File: config.mk
export PLATFORM = sky130hd
export DESIGN_NAME = pipe_stage_reg
export DESIGN_NICKNAME = d
export VERILOG_FILES = /design/src/rtl/pipe_pkg.sv /design/src/rtl/pipe_slot.sv /design/src/rtl/pipe_stage_reg.sv
export SDC_FILE = /design/constraint.sdc
export NUM_CORES = 1
export LEC_CHECK = 0
export ABC_AREA = 1
export BUFFER_PORTS_ARGS = -buffer_cell sky130_fd_sc_hd__buf_2
export CELL_PAD_IN_SITES_DETAIL_PLACEMENT = 1
export CELL_PAD_IN_SITES_GLOBAL_PLACEMENT = 1
export CORE_UTILIZATION = 28
export CTS_CLUSTER_SIZE = 25
export DETAILED_ROUTE_END_ITERATION = 7
export GPL_TIMING_DRIVEN = 0
export HOLD_SLACK_MARGIN = 0.02
export PLACE_DENSITY = 0.8
export SYNTH_ARGS = -nofsm -noshare
export SYNTH_HDL_FRONTEND = slang
export SYNTH_SLANG_ARGS = --single-unit
File: constraint.sdc
create_clock -name clk -period 1.25 [get_ports clk]
set_input_delay 0.125 -clock clk [delete_from_list [all_inputs] [get_ports clk]]
set_output_delay 0.125 -clock clk [all_outputs]
set_load 0.1 [all_outputs]
File: src/rtl/pipe_pkg.sv
// Shared types and helpers for the handshaked pipeline-stage register.
package pipe_pkg;

   // Occupancy of the two-entry (skid) variant: number of held entries.
   typedef enum logic [1:0] {
      EMPTY = 2'd0,
      ONE   = 2'd1,
      FULL  = 2'd2
   } pipe_state_t;

   // The skid variant accepts a new entry in every state except FULL.
   function automatic logic can_accept(input pipe_state_t st);
      return (st != FULL);
   endfunction

endpackage

File: src/rtl/pipe_slot.sv
// One pipeline entry: valid flag plus ctrl/data/dst payload.
// Clear beats load beats drop; payload only changes on load or reset.
module pipe_slot
   import pipe_pkg::*;
#(
   parameter int CTRL_W = 3,
   parameter int DATA_W = 64,
   parameter int DST_W  = 5
) (
   input  logic              clk,
   input  logic              rst,
   input  logic              clr,
   input  logic              load,
   input  logic              drop,
   input  logic [CTRL_W-1:0] ld_ctrl,
   input  logic [DATA_W-1:0] ld_data,
   input  logic [DST_W-1:0]  ld_dst,
   output logic              valid,
   output logic [CTRL_W-1:0] ctrl,
   output logic [DATA_W-1:0] data,
   output logic [DST_W-1:0]  dst
);

   logic              valid_d, valid_q;
   logic [CTRL_W-1:0] ctrl_d,  ctrl_q;
   logic [DATA_W-1:0] data_d,  data_q;
   logic [DST_W-1:0]  dst_d,   dst_q;

   // Next entry contents from the clear/load/drop controls
   always_comb begin
      valid_d = valid_q;
      ctrl_d  = ctrl_q;
      data_d  = data_q;
      dst_d   = dst_q;
      if (clr) begin
         valid_d = 1'b0;
      end else if (load) begin
         valid_d = 1'b1;
         ctrl_d  = ld_ctrl;
         data_d  = ld_data;
         dst_d   = ld_dst;
      end else if (drop) begin
         valid_d = 1'b0;
      end else begin
         valid_d = valid_q;
      end
   end

   // Entry registers, synchronously reset to an empty all-zero entry
   always_ff @(posedge clk) begin
      if (rst) begin
         valid_q <= 1'b0;
         ctrl_q  <= {CTRL_W{1'b0}};
         data_q  <= {DATA_W{1'b0}};
         dst_q   <= {DST_W{1'b0}};
      end else begin
         valid_q <= valid_d;
         ctrl_q  <= ctrl_d;
         data_q  <= data_d;
         dst_q   <= dst_d;
      end
   end

   assign valid = valid_q;
   assign ctrl  = ctrl_q;
   assign data  = data_q;
   assign dst   = dst_q;

endmodule

File: src/rtl/pipe_stage_reg.sv
// Handshaked pipeline-stage register with flush, bubble control squashing,
// optional two-entry skid buffer (registered in_ready) and a saturating
// stall counter.
module pipe_stage_reg
   import pipe_pkg::*;
#(
   parameter int CTRL_W = 3,
   parameter int DATA_W = 64,
   parameter int DST_W  = 5,
   parameter int SKID   = 0,
   parameter int CNT_W  = 16
) (
   input  logic              clk,
   input  logic              rst,
   input  logic              flush,
   input  logic              in_valid,
   output logic              in_ready,
   input  logic [CTRL_W-1:0] in_ctrl,
   input  logic [DATA_W-1:0] in_data,
   input  logic [DST_W-1:0]  in_dst,
   output logic              out_valid,
   input  logic              out_ready,
   output logic [CTRL_W-1:0] out_ctrl,
   output logic [DATA_W-1:0] out_data,
   output logic [DST_W-1:0]  out_dst,
   output logic [CNT_W-1:0]  stall_cnt
);

   logic              main_valid_s;
   logic [CTRL_W-1:0] main_ctrl_s;
   logic [DATA_W-1:0] main_data_s;
   logic [DST_W-1:0]  main_dst_s;
   logic              main_load_s;
   logic              main_drop_s;
   logic [CTRL_W-1:0] main_ld_ctrl_s;
   logic [DATA_W-1:0] main_ld_data_s;
   logic [DST_W-1:0]  main_ld_dst_s;
   logic              in_xfer_s;
   logic              out_xfer_s;
   logic [CNT_W-1:0]  stall_cnt_d, stall_cnt_q;

   assign in_xfer_s  = in_valid & in_ready;
   assign out_xfer_s = main_valid_s & out_ready;

   // The main slot is the one presented downstream.
   pipe_slot #(.CTRL_W(CTRL_W), .DATA_W(DATA_W), .DST_W(DST_W)) u_main (
      .clk     (clk),
      .rst     (rst),
      .clr     (flush),
      .load    (main_load_s),
      .drop    (main_drop_s),
      .ld_ctrl (main_ld_ctrl_s),
      .ld_data (main_ld_data_s),
      .ld_dst  (main_ld_dst_s),
      .valid   (main_valid_s),
      .ctrl    (main_ctrl_s),
      .data    (main_data_s),
      .dst     (main_dst_s)
   );

   generate
      if (SKID == 0) begin : g_single
         // Ready whenever the held entry (if any) leaves this cycle.
         assign in_ready = ~main_valid_s | out_ready;

         // Single entry: load on input transfer, empty on lone output transfer
         always_comb begin
            main_load_s    = in_xfer_s & ~flush;
            main_drop_s    = out_xfer_s & ~in_xfer_s;
            main_ld_ctrl_s = in_ctrl;
            main_ld_data_s = in_data;
            main_ld_dst_s  = in_dst;
         end
      end else begin : g_skid
         pipe_state_t       state_d, state_q;
         logic              in_ready_d, in_ready_q;
         logic              skid_load_s, skid_drop_s, take_skid_s;
         logic              skid_valid_s;
         logic [CTRL_W-1:0] skid_ctrl_s;
         logic [DATA_W-1:0] skid_data_s;
         logic [DST_W-1:0]  skid_dst_s;

         // Second slot catches the entry accepted while main is stalled.
         pipe_slot #(.CTRL_W(CTRL_W), .DATA_W(DATA_W), .DST_W(DST_W)) u_skid (
            .clk     (clk),
            .rst     (rst),
            .clr     (flush),
            .load    (skid_load_s),
            .drop    (skid_drop_s),
            .ld_ctrl (in_ctrl),
            .ld_data (in_data),
            .ld_dst  (in_dst),
            .valid   (skid_valid_s),
            .ctrl    (skid_ctrl_s),
            .data    (skid_data_s),
            .dst     (skid_dst_s)
         );

         // Occupancy FSM next state and slot load/drop steering
         always_comb begin
            state_d     = state_q;
            main_load_s = 1'b0;
            main_drop_s = 1'b0;
            skid_load_s = 1'b0;
            skid_drop_s = 1'b0;
            take_skid_s = 1'b0;
            if (flush) begin
               state_d = EMPTY;
            end else begin
               case (state_q)
                  EMPTY: begin
                     if (in_xfer_s) begin
                        main_load_s = 1'b1;
                        state_d     = ONE;
                     end else begin
                        state_d = EMPTY;
                     end
                  end
                  ONE: begin
                     if (in_xfer_s && out_xfer_s) begin
                        main_load_s = 1'b1;
                        state_d     = ONE;
                     end else if (in_xfer_s) begin
                        skid_load_s = 1'b1;
                        state_d     = FULL;
                     end else if (out_xfer_s) begin
                        main_drop_s = 1'b1;
                        state_d     = EMPTY;
                     end else begin
                        state_d = ONE;
                     end
                  end
                  FULL: begin
                     if (out_xfer_s && skid_valid_s) begin
                        main_load_s = 1'b1;
                        take_skid_s = 1'b1;
                        skid_drop_s = 1'b1;
                        state_d     = ONE;
                     end else begin
                        state_d = FULL;
                     end
                  end
                  default: begin
                     state_d = EMPTY;
                  end
               endcase
            end
            in_ready_d = can_accept(state_d);
         end

         // Main slot refills from skid when draining FULL, else from input
         always_comb begin
            main_ld_ctrl_s = take_skid_s ? skid_ctrl_s : in_ctrl;
            main_ld_data_s = take_skid_s ? skid_data_s : in_data;
            main_ld_dst_s  = take_skid_s ? skid_dst_s  : in_dst;
         end

         // Occupancy state and registered in_ready (low during reset)
         always_ff @(posedge clk) begin
            if (rst) begin
               state_q    <= EMPTY;
               in_ready_q <= 1'b0;
            end else begin
               state_q    <= state_d;
               in_ready_q <= in_ready_d;
            end
         end

         assign in_ready = in_ready_q;
      end
   endgenerate

   // Count stalled cycles, holding at the all-ones maximum
   always_comb begin
      if (main_valid_s & ~out_ready & (stall_cnt_q != {CNT_W{1'b1}})) begin
         stall_cnt_d = stall_cnt_q + CNT_W'(1'b1);
      end else begin
         stall_cnt_d = stall_cnt_q;
      end
   end

   // Stall counter register; only reset clears it
   always_ff @(posedge clk) begin
      if (rst) begin
         stall_cnt_q <= {CNT_W{1'b0}};
      end else begin
         stall_cnt_q <= stall_cnt_d;
      end
   end

   assign out_valid = main_valid_s;
   assign out_ctrl  = main_ctrl_s & {CTRL_W{main_valid_s}};
   assign out_data  = main_data_s;
   assign out_dst   = main_dst_s;
   assign stall_cnt = stall_cnt_q;

endmodule

==> flow_metrics.env <==
export IMPL_syn_inst=478
export IMPL_muxShareOfSynthArea=0
export IMPL_p_comb_frac=0.287
export IMPL_seq_area_frac_synth=0.5115
export IMPL_pin_count=167
export IMPL_grt_pass1_vias=4178
export IMPL_tightestPinTransition_ns=0.7591
export IMPL_clockBufferDepth=2
export IMPL_violations="setup timing"
export IMPL_total_power_mw=8.103
export IMPL_antenna_found_initial=1
export IMPL_r2r_cells=9
export IMPL_path_max_fanout=4
export IMPL_htreeDepth=3
export IMPL_regToRegStartpoint="stall_cnt[0]"
export IMPL_cp_cell_sequence="ha_4 -> inv_4 -> nor2_4 -> nand2_4 -> nor2_4 -> nor2_4 -> nand2_2 -> nand2_2 -> nor2_2"
export IMPL_synth_fa_ha_area_frac=0.003592
export IMPL_grt_overflow=0
export IMPL_drt_iter0_markers=124
export IMPL_rsz0062_at_grt="yes"
export IMPL_fin_cells=864
export IMPL_vias=4064
export IMPL_synth_area_leaders="dfxtp_1 51%, nor2_1 20%, o21ai_0 11%, nand2_1 4.7%, inv_1 2.2%"
export IMPL_p_sw_mw=2.911
export IMPL_wl_per_cell_um=16.68
export IMPL_switching_share=0.3592
export IMPL_syn_area_mm2=0.003483
export IMPL_finalClockSkew_ns=0.006112
export IMPL_p_seq_frac=0.383
export IMPL_slew_viol_final=0
export IMPL_die_area_mm2=0.01289
export IMPL_drt_pass1_iterations=4
export IMPL_synth_seq_cells=89
export IMPL_start_kind="flip-flop"
export IMPL_die_h_um=113.5
export IMPL_powerDensity_mw_per_mm2=1270
export IMPL_grt_pass1_wl_um=20730
export IMPL_cap_viol_max_count=0
export IMPL_gp_congestion=0.8324
export IMPL_synth_top_family_by_area="simple AND/OR/NAND/NOR gates"
export IMPL_worstPathRequired_ns=1.53
export IMPL_cp_slowest_cell="dfxtp_4"
export IMPL_cpPeakStageDelay_ns=0.38
export IMPL_grt_max_degree=15
export IMPL_drt_wl_total_um=14410
export IMPL_cpMostUsedCell="nor2_4"
export IMPL_clk_pin_slew_ns=0.06
export IMPL_reg2reg_to="stall_cnt[1]"
export IMPL_post_route_util=0.5290
export IMPL_yosysMostFrequentCell="nor2_1"
export IMPL_die_w_um=113.5
export IMPL_place_hpwl_um=8869
export IMPL_syn_area_per_cell_um2=7.287
export IMPL_clk_latency_ns=0.34
export IMPL_synth_simple_area_share=0.3078
export IMPL_path_buf_inv=1
export IMPL_finalCritPeriodShare=1.126
export IMPL_ys_warn_count=0
export IMPL_path_class="reg -> reg"
export IMPL_min_to="u_main.data[53]"
export IMPL_p_clk_frac=0.330
export IMPL_critPathTopFamily="simple AND/OR/NAND/NOR gates"
export IMPL_ir_worst_vdd_mv=0.8432
export IMPL_hold_viol_final=0
export IMPL_drc=0
export IMPL_row_count=40
export IMPL_regToRegSetupSlack_ns=-0.16
export IMPL_vias_per_cell=4.704
export IMPL_ys_async_sr_fraction=0
export IMPL_finalCriticalPeriod_ns=1.407
export IMPL_cts_root_buffer="clkbuf_16"
export IMPL_fin_area_mm2=0.006381
export IMPL_nets=768
export IMPL_cellLeakagePower_nw=2.786
export IMPL_io_buffers=166
export IMPL_setup_ws_ns=-0.1571
export IMPL_clock_sinks=89
export IMPL_grt_use_total=0.2084
export IMPL_cts_tree="built"
export IMPL_yosysTopAreaCell="dfxtp_1"
export IMPL_outcome="finished, violations left"
export IMPL_yosys_top_cells_count="183 x nor2_1, 89 x dfxtp_1, 75 x o21ai_0"
export IMPL_max_freq_mhz=710.7
export IMPL_drive_gt1_frac=0.5468
export IMPL_synth_compound_area_frac=0.1203
export IMPL_ys_flop_type="dfxtp_1"
export IMPL_placedCellCount=812
export IMPL_cts_buffers=9
export IMPL_ys_types=21
export IMPL_hold_depth=3
export IMPL_slew_headroom=0.4939
export IMPL_initial_core_util=0.2888
export IMPL_p_int_mw=5.192
export IMPL_holdWs_ns=0.02260
export IMPL_area_growth_pct=83.19
export IMPL_synth_xor_area_share=0
export IMPL_worstSetupEndpointType="flip-flop"
export IMPL_synth_top_cell_area_share=0.5115
export IMPL_min_delay_start="in_data[53]"
export IMPL_cp_data_arrival_time_ns=1.68
export IMPL_hold_class="in -> reg"
export IMPL_core_area_mm2=0.01206
export IMPL_drtAntennaViolNets=0
export IMPL_setup_viol=84
export IMPL_synth_edff_count=0
export IMPL_synth_nets=556
export IMPL_placed_area_mm2=0.004703
-- cell usage in the layout, fill, tap and decap left out, types with 6 or more instances in the layout --
| cell | netlist | layout |
|---|---|---|
| a21oi_2 | 1 | 6 |
| nand3_2 | 1 | 7 |
| o21ai_2 | 0 | 19 |
| dfxtp_4 | 0 | 17 |
| clkbuf_1 | 14 | 8 |
| nor2_2 | 2 | 48 |
| dlygate4sd3_1 | 0 | 8 |
| nand2_1 | 44 | 36 |
| clkbuf_16 | 0 | 18 |
| buf_2 | 8 | 80 |
| inv_1 | 20 | 15 |
| o21ai_0 | 75 | 39 |
| dfxtp_1 | 89 | 72 |
| nand3_1 | 14 | 7 |
| buf_4 | 0 | 53 |
| buf_6 | 2 | 13 |
| clkbuf_4 | 0 | 37 |
| nor2_4 | 4 | 31 |
| nor2_1 | 183 | 110 |
| buf_12 | 0 | 10 |
| o21ai_1 | 1 | 16 |
| nand2_2 | 6 | 9 |
-- routing by layer --
metal  up-vias  global-route usage  part of all wire
met2       134              0.3866              0.54
met5         -                   0                 0
met1      1940              0.2233              0.38
li1       1958                   -                 -
met3        32             0.05101             0.049
met4         0             0.09123             0.030
-- cell type report --
cell class	count	area [um^2]
sequential	89	1846
tap	168	210.2
antenna	1	2.502
clock buffer	14	285.3
buffer	24	274.0
clock inverter	2	10.01
timing repair inverter	2	22.52
timing repair buffer	198	1534
fill	1412	5680
multi-input combinational	344	2069
inverter	22	127.6
-- flip-flops by register name, summed over array words and instances (netlist names) --
| signal | flops |
|---|---|
| stall_cnt | 16 |
| u_main.data | 64 |
| u_main.valid | 1 |
| u_main.ctrl | 3 |
| u_main.dst | 5 |
-- worst max path at each step --
stage | startpoint | endpoint | slack, ns | cells after the start
floorplan | stall_cnt[0] | stall_cnt[2] | -0.16 | 7
global placement | rst | u_main.data[47] | -0.17 | 6
detailed placement | rst | u_main.data[43] | -0.28 | 6
CTS | stall_cnt[1] | stall_cnt[11] | -0.11 | 7
global route | stall_cnt[0] | stall_cnt[4] | -0.23 | 9
finish | stall_cnt[0] | stall_cnt[1] | -0.16 | 9
-- per-stage QoR --
step                TNS [ns]  worst slack [ns]
finish                -4.563           -0.1571
global route          -10.07           -0.2261
CTS                   -2.067           -0.1100
detailed placement    -6.898           -0.2783
global placement      -4.406           -0.1726
floorplan             -12.76           -0.1623
-- worst min-delay path: stages --
cell	delay, ns
buf_2	0.07
o21ai_1	0.06
nor2_1	0.07
-- cell families after synthesis --
logic type | Yosys count
and+or+nand+nor | 259
buffers and inverters | 46
DFF | 89
adders and majority gates | 1
AOI/OAI and AO/OA | 83
-- power groups by stage --
stage	Combinational (mW)	Clock, mW	Sequential [mW]
global placement	1.82	0	3.10
detailed placement	1.86	0	3.12
global route	2.43	2.87	3.12
CTS	2.06	2.75	3.06
floorplan	0.355	0	4.22
finish	2.33	2.67	3.10
-- timing repair --
action,4_1_cts,5_1_grt
pin swaps,12,17
setup endpoints to repair,124,124
gates cloned,6,7
setup buffers,9,5
gates resized for setup,162,175
hold buffers,8,0
hold endpoints to repair,8,0
No activity file was read; power rests on OpenSTA's default activity.
